`src/rtl/ats21_instr_rx_if.sv`:
```
// Client-side instruction receiver bus: request capture inputs, status,
// and the decoded-instruction valid/ready output towards the ATS21 core.
interface ats21_instr_rx_if;
    logic        req;
    logic [15:0] ctrlA;
    logic [15:0] ctrlB;
    logic        ready;
    logic [1:0]  stat;
    logic        out_valid;
    logic        out_ready;
    logic        out_client;
    logic [2:0]  out_opcode;
    logic [3:0]  out_clk_sel;
    logic [4:0]  out_id;
    logic        out_flag;
    logic [1:0]  out_rate;
    logic [4:0]  out_mode;
    logic [15:0] out_value;

    // Receiver side
    modport slave (
        input  req, ctrlA, ctrlB, out_ready,
        output ready, stat, out_valid, out_client, out_opcode, out_clk_sel,
               out_id, out_flag, out_rate, out_mode, out_value
    );

    // Client / core side
    modport master (
        output req, ctrlA, ctrlB, out_ready,
        input  ready, stat, out_valid, out_client, out_opcode, out_clk_sel,
               out_id, out_flag, out_rate, out_mode, out_value
    );
endinterface

```
`src/rtl/ats21_instr_rx.sv`:
```
// ATS21 instruction receiver: captures two-beat A/B instruction words,
// decodes them, drops NOPs and illegal opcodes, and queues decoded
// entries in a small FIFO presented over a valid/ready handshake.
module ats21_instr_rx #(
    parameter int DEPTH = 4
) (
    input logic             clk,
    input logic             reset,
    ats21_instr_rx_if.slave bus
);
    localparam int PW = (DEPTH > 1) ? $clog2(DEPTH) : 1;
    localparam int CW = $clog2(DEPTH + 1);

    typedef enum logic {IDLE, BEAT2} state_t;

    typedef struct packed {
        logic        client;
        logic [2:0]  opcode;
        logic [3:0]  clk_sel;
        logic [4:0]  id;
        logic        flag;
        logic [1:0]  rate;
        logic [4:0]  mode;
        logic [15:0] value;
    } entry_t;

    state_t        state;
    logic [15:0]   upper_a;
    logic [15:0]   upper_b;
    logic [1:0]    stat_q;
    logic [PW-1:0] wr_ptr;
    logic [PW-1:0] rd_ptr;
    logic [CW-1:0] count;
    entry_t        mem [DEPTH];

    logic          can_accept;
    logic          drop;
    logic          illegal;
    logic          push_a;
    logic          push_b;
    logic          pop;
    logic [CW-1:0] n_push;
    logic [2:0]    op_a;
    logic [2:0]    op_b;
    entry_t        entry_a;
    entry_t        entry_b;
    entry_t        head;
    logic          unused_bits;

    // Field decode from the upper half; fields an opcode does not use stay 0.
    // hi5 = U[12:8], mid2 = U[7:6], lo4 = U[3:0].
    function automatic entry_t decode(input logic client, input logic [2:0] op,
                                      input logic [4:0] hi5, input logic [1:0] mid2,
                                      input logic [3:0] lo4, input logic [15:0] lower);
        entry_t e;
        e        = '0;
        e.client = client;
        e.opcode = op;
        case (op)
            3'b001: begin
                e.clk_sel = hi5[4:1];
                e.rate    = mid2;
                e.value   = lower;
            end
            3'b010: begin
                e.clk_sel = hi5[4:1];
                e.flag    = mid2[1];
            end
            3'b011: begin
                e.mode = hi5;
            end
            3'b101, 3'b110: begin
                e.clk_sel = lo4;
                e.id      = hi5;
                e.flag    = mid2[1];
                e.value   = lower;
            end
            3'b111: begin
                e.id   = hi5;
                e.flag = mid2[1];
            end
            default: ;
        endcase
        return e;
    endfunction

    // U[5:4] carries no field for any opcode
    assign unused_bits = ^{upper_a[5:4], upper_b[5:4]};

    // Admission, classification and push/pop decisions for this cycle
    always_comb begin
        can_accept = (count <= CW'(DEPTH - 2));
        op_a       = upper_a[15:13];
        op_b       = upper_b[15:13];
        push_a     = reset && (state == BEAT2) && (op_a != 3'b000) && (op_a != 3'b100);
        push_b     = reset && (state == BEAT2) && (op_b != 3'b000) && (op_b != 3'b100);
        illegal    = (state == BEAT2) && ((op_a == 3'b100) || (op_b == 3'b100));
        drop       = (state == IDLE) && bus.req && !can_accept;
        pop        = (count != '0) && bus.out_ready;
        n_push     = CW'(push_a) + CW'(push_b);
        entry_a    = decode(1'b0, op_a, upper_a[12:8], upper_a[7:6], upper_a[3:0], bus.ctrlA);
        entry_b    = decode(1'b1, op_b, upper_b[12:8], upper_b[7:6], upper_b[3:0], bus.ctrlB);
        head       = (count != '0) ? mem[rd_ptr] : '0;
    end

    // Two-state capture FSM with registered one-cycle status
    always_ff @(posedge clk) begin
        if (!reset) begin
            state  <= IDLE;
            stat_q <= 2'b00;
        end else begin
            stat_q <= {illegal, drop};
            case (state)
                IDLE:    if (bus.req && can_accept) state <= BEAT2;
                BEAT2:   state <= IDLE;
                default: state <= IDLE;
            endcase
        end
    end

    // Upper-half capture on an accepted beat 1
    always_ff @(posedge clk) begin
        if ((state == IDLE) && bus.req && can_accept) begin
            upper_a <= bus.ctrlA;
            upper_b <= bus.ctrlB;
        end
    end

    // FIFO pointers and occupancy; A is written before B
    always_ff @(posedge clk) begin
        if (!reset) begin
            wr_ptr <= '0;
            rd_ptr <= '0;
            count  <= '0;
        end else begin
            wr_ptr <= wr_ptr + PW'(n_push);
            rd_ptr <= rd_ptr + PW'(pop);
            count  <= count + n_push - CW'(pop);
        end
    end

    // FIFO storage writes
    always_ff @(posedge clk) begin
        if (push_a) mem[wr_ptr] <= entry_a;
        if (push_b) mem[push_a ? wr_ptr + PW'(1) : wr_ptr] <= entry_b;
    end

    assign bus.ready       = reset && (state == IDLE) && can_accept;
    assign bus.stat        = stat_q;
    assign bus.out_valid   = (count != '0);
    assign bus.out_client  = head.client;
    assign bus.out_opcode  = head.opcode;
    assign bus.out_clk_sel = head.clk_sel;
    assign bus.out_id      = head.id;
    assign bus.out_flag    = head.flag;
    assign bus.out_rate    = head.rate;
    assign bus.out_mode    = head.mode;
    assign bus.out_value   = head.value;
endmodule

```
`src/flat_wrapper.sv`:
```
// flat-port wrapper written by rule: the top's interface ports become plain ports
module ats21_instr_rx_flat 
#(
    parameter int DEPTH = 4
)
  (clk, reset, bus_req, bus_ctrlA, bus_ctrlB, bus_out_ready, bus_ready, bus_stat, bus_out_valid, bus_out_client, bus_out_opcode, bus_out_clk_sel, bus_out_id, bus_out_flag, bus_out_rate, bus_out_mode, bus_out_value);
  ats21_instr_rx_if bus_i ();
  input logic clk;
  input logic reset;
  input wire logic [$bits(bus_i.req)-1:0] bus_req;
  input wire logic [$bits(bus_i.ctrlA)-1:0] bus_ctrlA;
  input wire logic [$bits(bus_i.ctrlB)-1:0] bus_ctrlB;
  input wire logic [$bits(bus_i.out_ready)-1:0] bus_out_ready;
  output wire logic [$bits(bus_i.ready)-1:0] bus_ready;
  output wire logic [$bits(bus_i.stat)-1:0] bus_stat;
  output wire logic [$bits(bus_i.out_valid)-1:0] bus_out_valid;
  output wire logic [$bits(bus_i.out_client)-1:0] bus_out_client;
  output wire logic [$bits(bus_i.out_opcode)-1:0] bus_out_opcode;
  output wire logic [$bits(bus_i.out_clk_sel)-1:0] bus_out_clk_sel;
  output wire logic [$bits(bus_i.out_id)-1:0] bus_out_id;
  output wire logic [$bits(bus_i.out_flag)-1:0] bus_out_flag;
  output wire logic [$bits(bus_i.out_rate)-1:0] bus_out_rate;
  output wire logic [$bits(bus_i.out_mode)-1:0] bus_out_mode;
  output wire logic [$bits(bus_i.out_value)-1:0] bus_out_value;
  assign bus_i.req = bus_req;
  assign bus_i.ctrlA = bus_ctrlA;
  assign bus_i.ctrlB = bus_ctrlB;
  assign bus_i.out_ready = bus_out_ready;
  assign bus_ready = bus_i.ready;
  assign bus_stat = bus_i.stat;
  assign bus_out_valid = bus_i.out_valid;
  assign bus_out_client = bus_i.out_client;
  assign bus_out_opcode = bus_i.out_opcode;
  assign bus_out_clk_sel = bus_i.out_clk_sel;
  assign bus_out_id = bus_i.out_id;
  assign bus_out_flag = bus_i.out_flag;
  assign bus_out_rate = bus_i.out_rate;
  assign bus_out_mode = bus_i.out_mode;
  assign bus_out_value = bus_i.out_value;
  ats21_instr_rx #(.DEPTH(DEPTH)) u_core (.clk(clk), .reset(reset), .bus(bus_i));
endmodule
```
`config.mk`:
```
export PLATFORM = sky130hd
export DESIGN_NAME = ats21_instr_rx_flat
export DESIGN_NICKNAME = d
export VERILOG_FILES = /design/src/rtl/ats21_instr_rx_if.sv /design/src/rtl/ats21_instr_rx.sv /design/src/flat_wrapper.sv
export SDC_FILE = /design/constraint.sdc
export NUM_CORES = 1
export LEC_CHECK = 0
export ABC_AREA = 1
export ABC_CLOCK_PERIOD_IN_PS = 2710
export CORE_MARGIN = 2
export CORE_UTILIZATION = 25
export DETAILED_ROUTE_END_ITERATION = 16
export GPL_ROUTABILITY_DRIVEN = 0
export GPL_TIMING_DRIVEN = 0
export MAX_ROUTING_LAYER = met4
export PLACE_DENSITY_LB_ADDON = 0.08
export SYNTH_ARGS = -nofsm -noshare
export SYNTH_HDL_FRONTEND = slang
export SYNTH_SLANG_ARGS = --single-unit
```
`constraint.sdc`:
```
create_clock -name clk -period 2.71 [get_ports clk]
set_clock_uncertainty 0.1 [all_clocks]
set_input_delay 0.271 -clock clk [delete_from_list [all_inputs] [get_ports clk]]
set_output_delay 0.271 -clock clk [all_outputs]
set_load 0.02 [all_outputs]
```
# Word-level counts from Yosys, hierarchy flattened
# Memories as Yosys holds them, arrays and structs flattened. A register that Yosys moved wholly into a read port is not among the register bits.
# Cells that the tools add are included.
[classes]
n_addsub = 6
n_lt_le_gt_ge = 1
eq_ne = 16
mux = 21
bitwise = 1
n_reduce_logical = 28
[op_table]
columns = ["operator", "count"]
rows = [
  ["two-way mux 37 bit", 1],
  ["two-way mux 16 bit", 2],
  ["equality test 3 bit (second input constant)", 8],
  ["two-way mux 5 bit", 4],
  ["one-hot mux 4 bit (2 select lines)", 2],
  ["logical AND 1 bit", 13],
  ["equality test 3 x 2 -> 1 bit (second input constant)", 4],
  ["OR reduction 3 bit", 4],
  ["nonzero test 3 bit", 3],
  ["two-way mux 2 bit", 4],
  ["OR reduction 2 bit", 4],
  ["OR reduction 4 bit", 2],
  ["two-way mux 1 bit", 7],
  ["equality test 3 x 1 -> 1 bit (second input constant)", 2],
  ["inequality test 3 bit (second input constant)", 2],
  ["adder 3 bit", 1],
  ["less-or-equal comparator 3 x 2 -> 1 bit (second input constant)", 1],
  ["subtractor 3 x 1 -> 3 bit", 1],
  ["adder 1 x 1 -> 2 bit", 1],
  ["adder 2 x 1 -> 2 bit", 1],
  ["adder 2 x 1 -> 2 bit (second input constant)", 1],
  ["adder 2 bit", 1],
  ["one-hot mux 1 bit (2 select lines)", 1],
  ["logical NOT 1 bit", 1],
  ["2 further kinds", 2],
]
[totals]
ff_bits = 42
ram_bits = 148
inputBits = 36
n_memories = 1
[memory_table]
columns = ["name", "words", "word_bits", "rd", "rd_clocked_by_memory_dff", "write_ports", "line_no", "source"]
rows = [
  ["u_core.mem", 4, 37, 1, 1, 2, "ats21_instr_rx.sv:34", "entry_t mem [DEPTH];"],
]

# Longest topological paths before layout
[logic_depth]
ltp_word = 6
depth_mapped = 12
mapped_depth_nobuf = 11

# Worst setup path before layout
# No wires, ideal clock.
[synth_path]
kind = "flip-flop to flip-flop"
from = "reg u_core.wr_ptr[0]"
to = "mem u_core.mem[0][0] in the netlist's numbering (enable)"
setup_ns = 0.394
arrival_time_ns = 2.260
required_ns = 2.216
slack_ns = -0.044
stages_incl_launch_ff = 10
synth_period_minus_slack_ns = 2.754
cell_sequence = "dfxtp_1 -> inv_1 -> ha_1 -> inv_1 -> nand3_1 -> nand2_1 -> nand3_1 -> buf_4 -> buf_4 -> nand2_1"
[synth_lines]
columns = ["item", "line_no", "source"]
rows = [
  ["start, declared", "ats21_instr_rx.sv:31", "logic [PW-1:0] wr_ptr;"],
  ["start signal, assigned", "ats21_instr_rx.sv:136", "wr_ptr <= wr_ptr + PW'(n_push);"],
  ["end, declared", "ats21_instr_rx.sv:34", ""],
]

==> metrics.txt <==
gr usage total 20.63%; total power 10.04 mW; hold_sp bus_ctrlB[3]; FF-to-FF End u_core.mem[2][5]; pre-CTS WS -924.0 ps; DP Wirelength 31.00 mm; worst-skew pair later-pin latency 470 ps; Critical Path RT 2770 ps; commonest non-fill, non-tap cell in the layout nand2_1; WP data arrival 2620 ps; maximum buffer depth of the clock tree 2; Power Density 787.0 mW/mm2; wire length per cell after detailed routing 21.92 um; total of max-cap violations 0; worst setup margin 150.4 ps; initial antenna violation count 0; I/O Pins 77; htree depth 4; kind of critical path flip-flop to flip-flop; Worst-Margin Slew 1027 ps; Ys Warns 0; R2R setup slack 150 ps; setup TNS 0 ps; Synthesized Nets 1385; TritonCTS buffer count 17; clk sinks 186; cts hold-fix bufs 0; Slowest cell on crit path dfxtp_1; Pleak 5.159 nW; Syn-to-layout area delta 21.95%; IO buf count 76; Cell Count, Final, Fillers Out 1984; Vias 9608; most frequent cells in the layout nand2_1, nor2_1, edfxtp_1; Final Max Slew Viols 0; hold endpoint u_core.upper_b[3]; Seq/Total Area, Yosys 52.03%; CP max stage delay 510 ps; vias per cell 4.843; GRT overflow 0; first-pass GRT wire length 62.99 mm; antenna diode count 0; Worst Reg-to-Reg Cells 9; layout cells sized above 1 9.642%; synthesized area 0.01047 mm2; register clock-pin slew on the reported worst setup and hold paths 70 ps; cells after synthesis 1338; number of global-route vias before repair 9343; min cycle time layout 2560 ps; Startpoint Class flip-flop; crit-path max FO 22; Die Height 208.6 um; DRT antenna net count 0; CTS tree yes; die area 0.04351 mm2; fmax 390.7 MHz; Cells after DPL 1948; status completed; fin nets 1486; Hold/Removal Path Class primary input to flip-flop; post-synthesis area per instance 7.821 um2; Core Rows 74; RR Startpoint u_core.wr_ptr[0]; DRT iter0 DRCs 950; slew margin rel. 31.53%; CP most frequent cell buf_6; CP Capture Type flip-flop; unique cell type count in the Yosys netlist 27; number of remaining DRC errors 0; crit path cell chain inv_1 -> ha_1 -> nand3_1 -> nand2_1 -> nand3_2 -> buf_6 -> buf_6 -> nand2_8 -> buf_12; largest net degree at the start of global routing 37; final count of hold timing violations 0; Yosys reg bits 186; Die X 208.6 um; Final Setup Violations 0; DRT Pass-1 Iters 5; root buffer cell clkbuf_16; Starting Density 25.46%; Tcrit/Tclk final 94.45%; worst hold stages 1; maximum vdd ir drop 0.0004903 V; core area 0.04111 mm2; routed wire length 43.49 mm; RSZ-0062 raised after global routing false
## critical path, delay by kind of cell (launching register included)
| family | cells | cell delay, ps |
|---|---|---|
| adder cells (fa/ha/maj) | 1 | 330 |
| AND/OR/NAND/NOR | 4 | 560 |
| flip-flops | 1 | 510 |
| buffers and inverters | 4 | 730 |
## state kept, by name (all words and copies together), names as in the netlist
signal           flops
u_core.count         3
u_core.upper_b      14
u_core.mem         148
u_core.wr_ptr        2
u_core.upper_a      14
u_core.bus.stat      2
u_core.rd_ptr        2
u_core.state         1
## through the flow
step           cell area (um2)  utilization (%)  hold WS (ps)
6_report                 12760            31.04         344.5
3_3_place_gp             11900            28.94         342.3
4_1_cts                  12660            30.81         323.1
3_5_place_dp             11950            29.07         339.6
2_1_floorplan            10470                -         264.5
5_1_grt                  12760            31.04         340.1
## kinds of logic (layout without fill, tap and decap cells)
group                      Yosys count  after routing  synth area share [%]
and+or+nand+nor                    854            856                 33.36
AOI/OAI and AO/OA                  136            136                 6.504
adders and majority gates           11             11                 1.387
buffers and inverters              148            260                 6.468
DFF                                186            186                 52.03
xor gates and xnor gates             3              3                0.2511
## report_power, final
group,internal (mW),switching (mW)
clock,1.55,1.21
sequential,3.37,0.149
combinational,1.08,2.68
total,6.01,4.04
## area by class of cell
type	instances	area, um2
multi-input cells	1006	4466
clock inverters	13	188.9
flip-flops and latches	186	5446
fillers	4452	28350
well taps	532	665.6
inverters	54	202.7
plain buffers	94	569.3
clock buffers	19	432.9
repair buffers	80	790.8
## layer usage
layer / share of wire [%] / routed length [um] / track usage, % / vias to the layer above
met4: 2.4 / 1030 / 6.601 / 0
met5: 0 / 0 / - / -
met3: 4.1 / 1796 / 2.209 / 61
met1: 47 / 20310 / 27.42 / 4643
li1: - / - / - / 4607
met2: 47 / 20350 / 33.09 / 297
## how the worst max path moves through the flow
stage | to | startpoint | slack [ps] | cells after the start
global placement | u_core.mem[3][6] | reset | -1770 | 7
global route | bus_out_value[6] | u_core.rd_ptr[0] | 20 | 5
finish | u_core.mem[2][5] | u_core.wr_ptr[0] | 150 | 9
floorplan | u_core.mem[3][0] | u_core.upper_a[13] | 10 | 10
detailed placement | u_core.mem[1][6] | reset | -920 | 7
CTS | u_core.mem[3][16] | u_core.upper_a[13] | 6 | 7
## repair_timing
action                     in CTS  in global routing
buffers inserted                0                  1
resized for setup              95                 14
setup endpoints to repair     176                168
hold endpoints to repair        0                  0
gates cloned                    0                  3
pin swaps                       0                  1
## synthesized netlist by cell type
| cell type | count | share of area (%) |
|---|---|---|
| nand2_1 | 361 | 13 |
| nor2_1 | 316 | 11 |
| edfxtp_1 | 172 | 49 |
| nand3_1 | 155 | 7.4 |
| o21ai_0 | 77 | 3.7 |
| a21oi_1 | 58 | 2.8 |
| inv_1 | 50 | 1.8 |
| buf_2 | 37 | 1.8 |
| clkbuf_1 | 31 | 1.1 |
| dfxtp_1 | 14 | 2.7 |
| buf_1 | 12 | 0.43 |
| ha_1 | 10 | 1.2 |
| nand4_1 | 9 | 0.54 |
| buf_4 | 8 | 0.57 |
| buf_6 | 6 | 0.65 |
| nor3_1 | 4 | 0.19 |
| inv_2 | 3 | 0.11 |
| nor2_4 | 3 | 0.32 |
| xnor2_1 | 3 | 0.25 |
| nand3_2 | 2 | 0.19 |
| clkinv_1 | 1 | 0.036 |
| fa_1 | 1 | 0.19 |
| nand2_2 | 1 | 0.060 |
| nand2_4 | 1 | 0.11 |
| nor2_2 | 1 | 0.060 |
| nor2_8 | 1 | 0.19 |
| o21ai_1 | 1 | 0.048 |
Note: power is estimated with default switching activity, not from simulation.
